**src/rtl/snitch_icache_tag_lookup.sv**
```systemverilog
// Tag SRAM controller for the snitch icache: owns the single-port tag RAM and
// sequences init/flush sweeps, refill tag writes and tag lookups.
module snitch_icache_tag_lookup #(
    parameter int unsigned WAY_COUNT   = 4,
    parameter int unsigned TAG_WIDTH   = 20,
    parameter int unsigned LINE_COUNT  = 64,
    parameter int unsigned COUNT_ALIGN = 6,
    parameter int unsigned ID_WIDTH    = 4
) (
    input  logic                               clk_i,
    input  logic                               rst_ni,
    input  logic                               flush_valid_i,
    output logic                               flush_ready_o,
    input  logic                               lookup_valid_i,
    output logic                               lookup_ready_o,
    input  logic [COUNT_ALIGN-1:0]             lookup_idx_i,
    input  logic [TAG_WIDTH-1:0]               lookup_tag_i,
    input  logic [ID_WIDTH-1:0]                lookup_id_i,
    output logic                               rsp_valid_o,
    input  logic                               rsp_ready_i,
    output logic                               rsp_hit_o,
    output logic [$clog2(WAY_COUNT)-1:0]       rsp_way_o,
    output logic                               rsp_error_o,
    output logic [ID_WIDTH-1:0]                rsp_id_o,
    input  logic                               write_valid_i,
    output logic                               write_ready_o,
    input  logic [COUNT_ALIGN-1:0]             write_idx_i,
    input  logic [$clog2(WAY_COUNT)-1:0]       write_way_i,
    input  logic [TAG_WIDTH-1:0]               write_tag_i,
    input  logic                               write_error_i,
    output logic                               sram_req_o,
    output logic                               sram_write_o,
    output logic [COUNT_ALIGN-1:0]             sram_addr_o,
    output logic [WAY_COUNT*(TAG_WIDTH+2)-1:0] sram_wdata_o,
    output logic [WAY_COUNT-1:0]               sram_be_o,
    input  logic [WAY_COUNT*(TAG_WIDTH+2)-1:0] sram_rdata_i
);

    localparam int unsigned ENTRY_W = TAG_WIDTH + 2;
    localparam int unsigned WAY_W   = $clog2(WAY_COUNT);
    localparam logic [COUNT_ALIGN-1:0] LAST_LINE = COUNT_ALIGN'(LINE_COUNT - 1);

    typedef enum logic [2:0] {
        ST_INIT,
        ST_IDLE,
        ST_READ,
        ST_RESP,
        ST_FLUSH
    } state_e;

    state_e                 state_q, state_d;
    logic [COUNT_ALIGN-1:0] count_q, count_d;
    logic                   flush_done_q, flush_done_d;
    logic [TAG_WIDTH-1:0]   tag_q;
    logic                   lookup_accept;
    logic                   hit_d;
    logic [WAY_W-1:0]       way_d;
    logic                   err_d;

    assign rsp_valid_o = (state_q == ST_RESP);

    always_comb begin
        state_d        = state_q;
        count_d        = count_q;
        flush_done_d   = 1'b0;
        flush_ready_o  = 1'b0;
        write_ready_o  = 1'b0;
        lookup_ready_o = 1'b0;
        lookup_accept  = 1'b0;
        sram_req_o     = 1'b0;
        sram_write_o   = 1'b0;
        sram_addr_o    = '0;
        sram_wdata_o   = '0;
        sram_be_o      = '0;
        case (state_q)
            ST_INIT, ST_FLUSH: begin
                // Sweep strobes are qualified by rst_ni so outputs drop the moment reset asserts.
                sram_req_o   = rst_ni;
                sram_write_o = rst_ni;
                sram_addr_o  = count_q;
                sram_be_o    = {WAY_COUNT{rst_ni}};
                count_d      = count_q + COUNT_ALIGN'(1);
                if (count_q == LAST_LINE) begin
                    state_d      = ST_IDLE;
                    count_d      = '0;
                    flush_done_d = (state_q == ST_FLUSH);
                end
            end
            ST_IDLE: begin
                if (flush_done_q) begin
                    flush_ready_o = 1'b1;
                end else if (flush_valid_i) begin
                    state_d = ST_FLUSH;
                end else if (write_valid_i) begin
                    write_ready_o          = 1'b1;
                    sram_req_o             = 1'b1;
                    sram_write_o           = 1'b1;
                    sram_addr_o            = write_idx_i;
                    sram_wdata_o           = {WAY_COUNT{1'b1, write_error_i, write_tag_i}};
                    sram_be_o[write_way_i] = 1'b1;
                end else begin
                    lookup_ready_o = 1'b1;
                    if (lookup_valid_i) begin
                        lookup_accept = 1'b1;
                        sram_req_o    = 1'b1;
                        sram_addr_o   = lookup_idx_i;
                        state_d       = ST_READ;
                    end
                end
            end
            ST_READ: state_d = ST_RESP;
            ST_RESP: begin
                if (rsp_ready_i) state_d = ST_IDLE;
            end
            default: state_d = ST_INIT;
        endcase
    end

    // Lowest matching way wins when several ways hold the same tag.
    always_comb begin
        hit_d = 1'b0;
        way_d = '0;
        err_d = 1'b0;
        for (int unsigned w = 0; w < WAY_COUNT; w++) begin
            if (!hit_d && sram_rdata_i[w*ENTRY_W + TAG_WIDTH + 1]
                    && (sram_rdata_i[w*ENTRY_W +: TAG_WIDTH] == tag_q)) begin
                hit_d = 1'b1;
                way_d = WAY_W'(w);
                err_d = sram_rdata_i[w*ENTRY_W + TAG_WIDTH];
            end
        end
    end

    always_ff @(posedge clk_i or negedge rst_ni) begin
        if (!rst_ni) begin
            state_q      <= ST_INIT;
            count_q      <= '0;
            flush_done_q <= 1'b0;
            tag_q        <= '0;
            rsp_id_o     <= '0;
            rsp_hit_o    <= 1'b0;
            rsp_way_o    <= '0;
            rsp_error_o  <= 1'b0;
        end else begin
            state_q      <= state_d;
            count_q      <= count_d;
            flush_done_q <= flush_done_d;
            if (lookup_accept) begin
                tag_q    <= lookup_tag_i;
                rsp_id_o <= lookup_id_i;
            end
            if (state_q == ST_READ) begin
                rsp_hit_o   <= hit_d;
                rsp_way_o   <= way_d;
                rsp_error_o <= err_d;
            end
        end
    end

endmodule

```
**config.mk**
```make
export PLATFORM = sky130hd
export DESIGN_NAME = snitch_icache_tag_lookup
export DESIGN_NICKNAME = d
export VERILOG_FILES = /design/src/rtl/snitch_icache_tag_lookup.sv
export SDC_FILE = /design/constraint.sdc
export NUM_CORES = 1
export LEC_CHECK = 0
export ABC_AREA = 1
export CORE_ASPECT_RATIO = 0.75
export CORE_MARGIN = 3
export CORE_UTILIZATION = 34
export CTS_BUF_LIST = sky130_fd_sc_hd__clkbuf_4 sky130_fd_sc_hd__clkbuf_8
export DETAILED_ROUTE_END_ITERATION = 10
export PLACE_DENSITY = 0.9
export SLEW_MARGIN = 40
export SYNTH_ARGS = -nofsm -noshare
export SYNTH_HDL_FRONTEND = slang
export SYNTH_SLANG_ARGS = --single-unit
```
**constraint.sdc**
```tcl
create_clock -name clk_i -period 1.9 [get_ports clk_i]
set_clock_uncertainty 0.1 [all_clocks]
set_input_delay 0.19 -clock clk_i [delete_from_list [all_inputs] [get_ports clk_i]]
set_output_delay 0.19 -clock clk_i [all_outputs]
set_load 0.02 [all_outputs]
```
==> results of run 1 <==
-- metal layers --
metal  share of wire  GRT usage  wire (µm)
met5               0          0          0
met4           0.023     0.0607        397
met3           0.067     0.0376       1160
met2            0.48      0.372       8270
met1            0.43      0.331       7510
-- layout make-up --
type                            instances  share of cell area
Antenna cell                            2            0.000685
Clock buffer                            6              0.0113
Clock inverter                          2             0.00171
Inverter                              124              0.0641
Multi-Input combinational cell        437               0.325
Sequential cell                        38               0.131
Tap cell                              140              0.0240
Timing Repair Buffer                  319               0.442
-- through the flow --
stage,setup slack (ps),cells,util,hold WS (ps),area (µm²)
after CTS,-326,1047,0.596,353,6620
final,-457,1068,0.658,352,7300
after global placement,-453,1034,0.596,301,6620
after global routing,-527,1068,0.658,354,7300
after floorplan,-81.0,669,-,-206,4090
after detailed placement,-547,1034,0.596,317,6620
-- timing repair --
item,in CTS,in global routing
setup endpoints to repair,110,135
resized for setup,533,124
endpoints found under the hold margin,38,0
gates cloned,1,6
hold buffers,1,0
setup buffers,3,13
pin swaps,4,13
-- how the worst max path moves through the flow --
stage | from | to | cells past startpoint
after floorplan | state_q[2]$_DFFE_PN0P_ | sram_wdata_o[22] | 8
after global routing | state_q[0]$_DFFE_PN0P_ | sram_wdata_o[30] | 10
after global placement | flush_valid_i | sram_wdata_o[11] | 8
after detailed placement | state_q[2]$_DFFE_PN0P_ | sram_wdata_o[30] | 9
final | state_q[1]$_DFFE_PN0P_ | sram_req_o | 10
after CTS | state_q[1]$_DFFE_PN0P_ | sram_wdata_o[30] | 9
-- cell usage in the layout (no fill, tap or decap), types with 3 or more instances in the layout --
cell type / instances
nor2_4: 25
buf_4: 69
nor3_1: 5
o21ai_0: 14
nor2_2: 17
inv_1: 103
xor2_1: 3
a21oi_2: 6
xnor2_1: 7
o211ai_1: 7
nor2_1: 64
or2_2: 3
dfrtp_2: 5
nand2_1: 218
clkdlybuf4s15_2: 3
buf_2: 3
nand3_1: 15
mux2_4: 4
buf_6: 70
a21oi_1: 18
nand2_8: 5
dfrtp_1: 33
inv_2: 20
clkbuf_16: 4
clkbuf_8: 6
nand3_2: 3
buf_12: 7
clkdlybuf4s50_1: 158
-- power breakdown --
group          switching [mW]  internal (mW)
logic                   0.290          0.393
clock network           0.333          0.293
registers              0.0162          0.821
-- cell families after synthesis --
group / after synthesis
compound gates: 56
buf+inv: 197
xor+xnor: 11
mux: 4
fa+ha+maj: 1
flops: 38
simple gates: 362
-- flip-flops by register name (all words and copies together) (netlist names) --
signal        cells
rsp_way_o         2
rsp_error_o       1
count_q           6
state_q           3
tag_q            20
rsp_hit_o         1
rsp_id_o          4
flush_done_q      1
-- worst max-delay path, stage by stage (launching register included) --
cell      delay, ps
dfrtp_1         420
nor3_4          220
inv_2            80
nor2_4          120
inv_2            90
nor2_8          150
buf_4           140
buf_8           120
inv_2            50
o211ai_1        200
buf_4           180
==> results.toml, run 1 <==
[status]
status = "complete, but fails checks"
failed_checks = "setup timing"

[clock_network]
clkSlewWorstSetupHoldPaths_ps = 90
cts-htree-levels = 2
cts_buffers = 5
clkLatencyLatePin_ps = 310
clock_sinks = 38
cts-root-buf = "clkbuf_8"
tritoncts = "done"
clockBufferDepth = 2

[synth]
synth_nets = 823
ys_ff_latch = 38
yosysUniqueCellTypes = 35
synth-simple-area-share = 0.373
yosys.area.top_type = "dfrtp_1"
synthFlopType = "dfrtp_1"
synth_common_cells = "nand2_1 (220), inv_1 (111), nor2_1 (103)"
muxShareOfSynthArea = 0.0152
synth_top_cell_area_share = 0.241
synth_area_per_cell_um2 = 5.89
synth_xor_area_frac = 0.0245
synth.most_common_cell = "nand2_1"
syn_area_um2 = 3940
synth_edf_count = 0
synth_cells = 669
postSynth.asyncResetShare = 1.00
synthTopCellsByArea = "dfrtp_1 (24%), nand2_1 (21%), buf_4 (13%)"
yosysSeqAreaShare = 0.241
synth_compound_area_frac = 0.0826
synthAdderAreaFrac = 0.00318
yosysWarnings = 0
synth_top_family_by_area = "simple AND/OR/NAND/NOR gates"

[die]
rows = 33
initial_core_util = 0.355
die_w_um = 130
ios = 265
die_h_um = 99.2
core_area_um2 = 11100
dieArea_um2 = 12900

[routing]
dr_total_vias = 5004
antenna_left = 0
vias_per_cell = 4.69
wl_um = 17300
wl_per_cell_um = 16.2
drt_iter0_markers = 494
drc = 0
drtPass1Iterations = 5

[worst_setup_path]
crit_path_start_kind = "flop"
r2r_slack_ps = -220
crit_type = "flop to output pin"
end_kind = "output pin"
r2r_end = "tag_q[5]$_DFFE_PN0P_"
worstRegToRegCells = 11
crit_fanout = 7
reg2reg_from = "state_q[1]$_DFFE_PN0P_"
required_ps = 1610
critPathArrivalTime_ps = 2070

[sta]
worst_slack_ps = -457
setup_tns_ps = -43540
slew_viol_final = 0
finalSetupViolCount = 126
finalCriticalPeriod_ps = 2360
worst_slew_margin_rel = 0.603
finalHoldViolations = 0
finalCritPeriodShare = 1.24
grt_setup_unrepaired = "yes"
worst_pin_slew_ps = 596
fmax_mhz = 424

[global_route]
antenna_found_initial = 2
overflow = 0
first_global_vias = 4418
grt_pass1_wl_um = 23400
grt_max_degree = 39
grt_usage = 0.234

[min_path]
hold_class = "input port to flop"
holdPathEnd = "tag_q[10]$_DFFE_PN0P_"
hold_path_depth = 3
min_from = "lookup_tag_i[10]"

[power]
power_mw = 2.15
power_leakage_nw = 3.70
p_per_area_nw_per_um2 = 294
peakVddDrop_v = 0.000270

[final_layout]
fillers = 907
nets = 1079
syn_to_final_growth_pct = 85.4
multi_input_area_um2 = 2370
seq_area_um2 = 957
drive_above_1_share = 0.288

[run]
drv_cap = 0

[place]
routabilityCongestion = 0.945
hpwl_um = 13400
port_buffers = 264
Note: power is estimated with default switching activity, not from simulation.
==> run 2: changes to the inputs <==
--- a/config.mk
+++ b/config.mk
@@ -5,10 +5,12 @@
 export SDC_FILE = /design/constraint.sdc
 export NUM_CORES = 1
 export LEC_CHECK = 0
-export ABC_AREA = 1
+export ABC_CLOCK_PERIOD_IN_PS = 1900
+export CELL_PAD_IN_SITES_DETAIL_PLACEMENT = 1
+export CELL_PAD_IN_SITES_GLOBAL_PLACEMENT = 1
 export CORE_ASPECT_RATIO = 0.75
 export CORE_MARGIN = 3
-export CORE_UTILIZATION = 34
+export CORE_UTILIZATION = 22
 export CTS_BUF_LIST = sky130_fd_sc_hd__clkbuf_4 sky130_fd_sc_hd__clkbuf_8
 export DETAILED_ROUTE_END_ITERATION = 10
 export PLACE_DENSITY = 0.9
==> run 2 against run 1 <==
The run still ends with setup timing left. Via count shrank 26%. Total power grew to 3.3 times the previous value. Sequential share of layout area grew 0.61 points. Critical endpoint is now sram_addr_o[1].
==> results.toml, run 2 <==
[status]
status = "complete, but fails checks"
failed_checks = "setup timing"

[routing]
drtPass1Iterations = 5
vias_per_cell = 4.44
drc = 0
wl_per_cell_um = 21.0
dr_total_vias = 3698
drt_iter0_markers = 108
wl_um = 17500
antenna_left = 0

[worst_setup_path]
critPathLaunch = "state_q[0]$_DFFE_PN0P_"
r2r_end = "rsp_error_o$_DFFE_PN0N_"
crit_path_start_kind = "flop"
required_ps = 1610
crit_fanout = 5
crit_type = "flop to output pin"
r2r_slack_ps = -280
crit_chain = "nand2b_4 -> nor4_4 -> buf_6 -> and2b_2 -> and2_4 -> a222oi_1 -> inv_1 -> buf_6"
crit_top_cell = "buf_6"
reg2reg_from = "tag_q[8]$_DFFE_PN0P_"
end_kind = "output pin"
slowest_stage = "dfrtp_1"
worstRegToRegCells = 8
critPathArrivalTime_ps = 1920
slowest_delay_ps = 420

[min_path]
holdPathEnd = "tag_q[11]$_DFFE_PN0P_"
hold_class = "input port to flop"
min_from = "lookup_tag_i[11]"
hold_path_depth = 2

[sta]
finalHoldViolations = 0
fmax_mhz = 452
worst_pin_slew_ps = 823
finalCritPeriodShare = 1.16
setup_tns_ps = -23430
whs_ps = 400
grt_setup_unrepaired = "yes"
worst_slack_ps = -312
finalSetupViolCount = 123
finalCriticalPeriod_ps = 2210
slew_viol_final = 0
worst_slew_margin_rel = 0.450

[power]
peakVddDrop_v = 0.000719
power.net_switching_mw = 2.94
p_sw_frac = 0.411
power.internal_mw = 4.22
power_frac_comb = 0.661
power_leakage_nw = 3.07
p_per_area_nw_per_um2 = 1020
power_frac_clock = 0.104
seqPwrFrac = 0.234

[clock_network]
clock_sinks = 38
clkLatencyLatePin_ps = 300
cts_buffers = 5
clockBufferDepth = 2
tritoncts = "done"
clkSlewWorstSetupHoldPaths_ps = 90
cts-root-buf = "clkbuf_8"
cts-htree-levels = 2

[run]
drv_cap = 0

[synth]
yosysWarnings = 0
yosysSeqAreaShare = 0.273
synth_nets = 528
postSynth.asyncResetShare = 1.00
syn_area_um2 = 3480
yosysUniqueCellTypes = 42
yosys.area.top_type = "dfrtp_1"
synthFlopType = "dfrtp_1"
synth_top_cell_area_share = 0.273
synth_edf_count = 0
ys_ff_latch = 38
synthTopCellsByArea = "dfrtp_1 (27%), buf_4 (15%), xor2_1 (13%)"
synth.most_common_cell = "buf_4"
synth_area_per_cell_um2 = 9.30
synth_cells = 374
synth_common_cells = "buf_4 (70), xor2_1 (50), dfrtp_1 (38)"

[final_layout]
top_regs = "tag_q x20, count_q x6, rsp_id_o x4"
max_flop_register = "tag_q"
syn_to_final_growth_pct = 103
final_cell_mix = "clkdlybuf4s50_1 (158), buf_6 (108), buf_4 (65), xor2_1 (49), xnor2_1 (30)"
nets = 781
diodes = 0
drive_above_1_share = 0.466
largest_reg_flops = 20
final_common_cell = "clkdlybuf4s50_1"

[global_route]
antenna_found_initial = 0
grt_max_degree = 39
grt_pass1_wl_um = 23800
first_global_vias = 4058
grt_usage = 0.180
overflow = 0

[die]
die_h_um = 115
rows = 39
ios = 265
die_w_um = 151
core_area_um2 = 15400
initial_core_util = 0.226
dieArea_um2 = 17400

[place]
port_buffers = 264
routabilityCongestion = 0.898
hpwl_um = 13500
-- run 2: changes by cell type in the layout (fill, tap and decap cells not counted), sizes merged, moves of 21 or more --
cell | previous run | this run
nor2 | 107 | 11
xor2 | 3 | 51
buf | 151 | 180
a21oi | 24 | 3
inv | 124 | 9
mux2 | 4 | 25
xnor2 | 8 | 32
and3 | 0 | 23
nand2 | 225 | 14
-- run 2: timing repair --
item                                    CTS  global route
endpoints found under the setup margin  132           130
resized for setup                       566           171
buffers inserted                          8            11
cloned                                    0             2
pin swaps                                19            34
hold buffers                              1             0
endpoints found under the hold margin    38             0
-- run 2: area by class of cell --
class	instances	area (µm²)
fillers	1676	8320
repair buffers	342	3460
multi-input cells	231	2220
flip-flops and latches	38	967
well taps	205	256
clock buffers	6	82.6
inverters	9	36.3
clock inverters	1	30.0
-- run 2: worst max path at each step --
stage | end | slack (ps) | cells after the start
finish | sram_addr_o[1] | -310 | 8
CTS | sram_addr_o[1] | -310 | 8
global route | sram_addr_o[1] | -430 | 8
global placement | sram_wdata_o[22] | -660 | 6
floorplan | sram_addr_o[0] | -130 | 8
detailed placement | sram_wdata_o[66] | -750 | 6
-- run 2: cells by family after synthesis --
| family | count (synthesis) | synth area share |
|---|---|---|
| buffers and inverters | 105 | 0.207 |
| AOI/OAI and AO/OA | 29 | 0.0608 |
| DFF | 38 | 0.273 |
| xor gates and xnor gates | 83 | 0.211 |
| and+or+nand+nor | 93 | 0.163 |
| muxes | 25 | 0.0809 |
| adders and majority gates | 1 | 0.00360 |
-- run 2: routing by layer --
| metal | track usage | vias to the layer above | wire [µm] |
|---|---|---|---|
| met5 | 0 | - | 0 |
| met1 | 0.231 | 1881 | 7400 |
| li1 | - | 1704 | - |
| met4 | 0.0338 | 0 | 230 |
| met3 | 0.0307 | 19 | 632 |
| met2 | 0.319 | 94 | 9220 |
-- run 2: critical path: cells and delay by family (launching register included) --
family / cells / cell delay (ps)
AO/OA/AOI/OAI: 1 / 300
buffers and inverters: 3 / 410
AND/OR/NAND/NOR: 4 / 500
flip-flops: 1 / 420
-- run 2: power by group through the flow --
stage / Combinational, mW / Sequential, mW / Clock (mW)
after floorplan: 2.48 / 1.40 / 0
after global placement: 3.86 / 1.62 / 0
after detailed placement: 4.02 / 1.66 / 0
after CTS: 4.14 / 1.65 / 0.772
after global routing: 5.06 / 1.73 / 0.810
final: 4.74 / 1.68 / 0.748
-- run 2: metrics by stage --
| step | power [mW] | instances | cell area (µm²) | util | worst slack [ps] |
|---|---|---|---|---|---|
| finish | 7.16 | 832 | 7050 | 0.459 | -312 |
| global route | 7.59 | 832 | 7050 | 0.459 | -429 |
| CTS | 6.55 | 819 | 6300 | 0.410 | -312 |
| detailed placement | 5.68 | 803 | 6160 | 0.400 | -747 |
| global placement | 5.48 | 803 | 6160 | 0.400 | -659 |
| floorplan | 3.88 | 374 | 3530 | - | -129 |
==> run 3: changes to the inputs <==
--- a/config.mk
+++ b/config.mk
@@ -9,7 +9,7 @@
 export CELL_PAD_IN_SITES_DETAIL_PLACEMENT = 1
 export CELL_PAD_IN_SITES_GLOBAL_PLACEMENT = 1
 export CORE_ASPECT_RATIO = 0.75
-export CORE_MARGIN = 3
+export CORE_MARGIN = 4
 export CORE_UTILIZATION = 22
 export CTS_BUF_LIST = sky130_fd_sc_hd__clkbuf_4 sky130_fd_sc_hd__clkbuf_8
 export DETAILED_ROUTE_END_ITERATION = 10
==> run 3 against run 2 <==
The run still ends with setup timing left. Utilization is 0.098 points higher. Highest routed layer unchanged. Die area is 3.1% higher. Critical path depth stayed put. Critical path type is now input port to output pin.
==> results.toml, run 3 (synthesized netlist as in run 2, its figures left out) <==
[status]
status = "complete, but fails checks"
failed_checks = "setup timing"

[worst_setup_path]
crit_type = "input port to output pin"
critPathLaunch = "flush_valid_i"
reg2reg_from = "tag_q[16]$_DFFE_PN0P_"
path_delay_family = "buffers and inverters"
slowest_delay_ps = 580
crit_fanout = 8
r2r_slack_ps = -330
critPathArrivalTime_ps = 2060
required_ps = 1610
crit_path_start_kind = "input port"
end_kind = "output pin"
crit_buf_inv = 4
slowest_stage = "clkdlybuf4s50_1"
crit_chain = "clkdlybuf4s50_1 -> nor4_4 -> buf_6 -> and2b_2 -> and2_4 -> a222oi_1 -> inv_1 -> buf_6"
crit_top_cell = "buf_6"

[sta]
finalCriticalPeriod_ps = 2350
setup_tns_ps = -30620
finalSetupViolCount = 128
worst_pin_slew_ps = 535
fmax_mhz = 426
slew_viol_final = 0
finalHoldViolations = 0
whs_ps = 401
finalCritPeriodShare = 1.24
worst_slack_ps = -447
grt_setup_unrepaired = "yes"
worst_slew_margin_rel = 0.643

[clock_network]
cts-htree-levels = 2
clock_sinks = 38
clkLatencyLatePin_ps = 300
clkSlewWorstSetupHoldPaths_ps = 80
clockBufferDepth = 2
cts-root-buf = "clkbuf_8"
cts_buffers = 5
tritoncts = "done"

[min_path]
min_from = "lookup_tag_i[11]"
hold_class = "input port to flop"

[global_route]
antenna_found_initial = 0
grt_max_degree = 39
grt_pass1_wl_um = 24300
first_global_vias = 4109
overflow = 0
grt_usage = 0.176

[die]
die_h_um = 117
die_w_um = 153
rows = 39
dieArea_um2 = 17900
ios = 265
initial_core_util = 0.226
core_area_um2 = 15400

[final_layout]
nets = 785
top_regs = "tag_q x20, count_q x6, rsp_id_o x4"
final_cell_mix = "clkdlybuf4s50_1 (158), buf_6 (110), buf_4 (63), xor2_1 (48), dfrtp_1 (30)"
syn_to_final_growth_pct = 103
final_common_cell = "clkdlybuf4s50_1"
max_flop_register = "tag_q"
largest_reg_flops = 20
final_area_um2 = 7070
diodes = 0
drive_above_1_share = 0.455
stdcell_count = 836

[place]
port_buffers = 264
hpwl_um = 13700
placed_cells = 803
routabilityCongestion = 0.878
placed_area_um2 = 6160

[power]
power_mw = 7.15
peakVddDrop_v = 0.000592
power_leakage_nw = 3.11
p_per_area_nw_per_um2 = 1010

[routing]
drc = 0
wl_per_cell_um = 21.3
wl_um = 17800
antenna_left = 0
drt_iter0_markers = 125
drtPass1Iterations = 6
vias_per_cell = 4.40
dr_total_vias = 3682

[run]
drv_cap = 0
## run 3: per-stage QoR
step                       util  worst slack (ps)
after floorplan               -              -129
after global placement    0.400              -693
after detailed placement  0.400              -802
after CTS                 0.415              -330
after global routing      0.460              -508
final                     0.460              -447
## run 3: cell type report
class | count | area [µm²]
well taps | 205 | 256
flip-flops and latches | 38 | 961
repair buffers | 346 | 3540
clock inverters | 1 | 30.0
clock buffers | 6 | 82.6
fillers | 1700 | 8300
inverters | 9 | 41.3
multi-input cells | 231 | 2160
## run 3: worst reg2reg max path: stages (launching register included)
cell     delay, ps
dfrtp_1        430
buf_4          170
xor2_1         190
nor4_1         210
nand4_1        180
buf_4          200
or3_1          320
a31oi_1        240
a221o_1        140
## run 3: power breakdown
group          leakage, nW  switching [mW]  total [mW]  internal, mW
combinational         2.58            2.14        4.78          2.63
sequential           0.465           0.464        1.64          1.17
clock               0.0573           0.312       0.733         0.421
total                 3.11            2.92        7.15          4.23
## run 3: metal layers
layer | track usage | vias to the layer above | wire [µm]
met3 | 0.0323 | 7 | 697
met1 | 0.227 | 1879 | 7340
met2 | 0.316 | 81 | 9700
li1 | - | 1715 | -
met5 | 0 | - | 0
met4 | 0.0261 | 0 | 80
## run 3: final timing paths
path                                           end  cells past startpoint
hold reg to reg            rsp_id_o[3]$_DFFE_PN0P_                      1
setup reg to reg           rsp_error_o$_DFFE_PN0N_                      8
setup / recovery                    sram_addr_o[3]                      8
max in group asynchronous     tag_q[8]$_DFFE_PN0P_                      3
min in group asynchronous   count_q[1]$_DFFE_PN0N_                      3
hold / removal               tag_q[11]$_DFFE_PN0P_                      2
## run 3: repair_timing
| item | CTS | global route |
|---|---|---|
| pin swaps | 16 | 18 |
| endpoints found under the hold margin | 38 | 0 |
| gates resized for setup | 519 | 202 |
| setup endpoints to repair | 131 | 130 |
| hold buffers | 1 | 0 |
| cloned | 2 | 1 |
| buffers inserted | 17 | 7 |
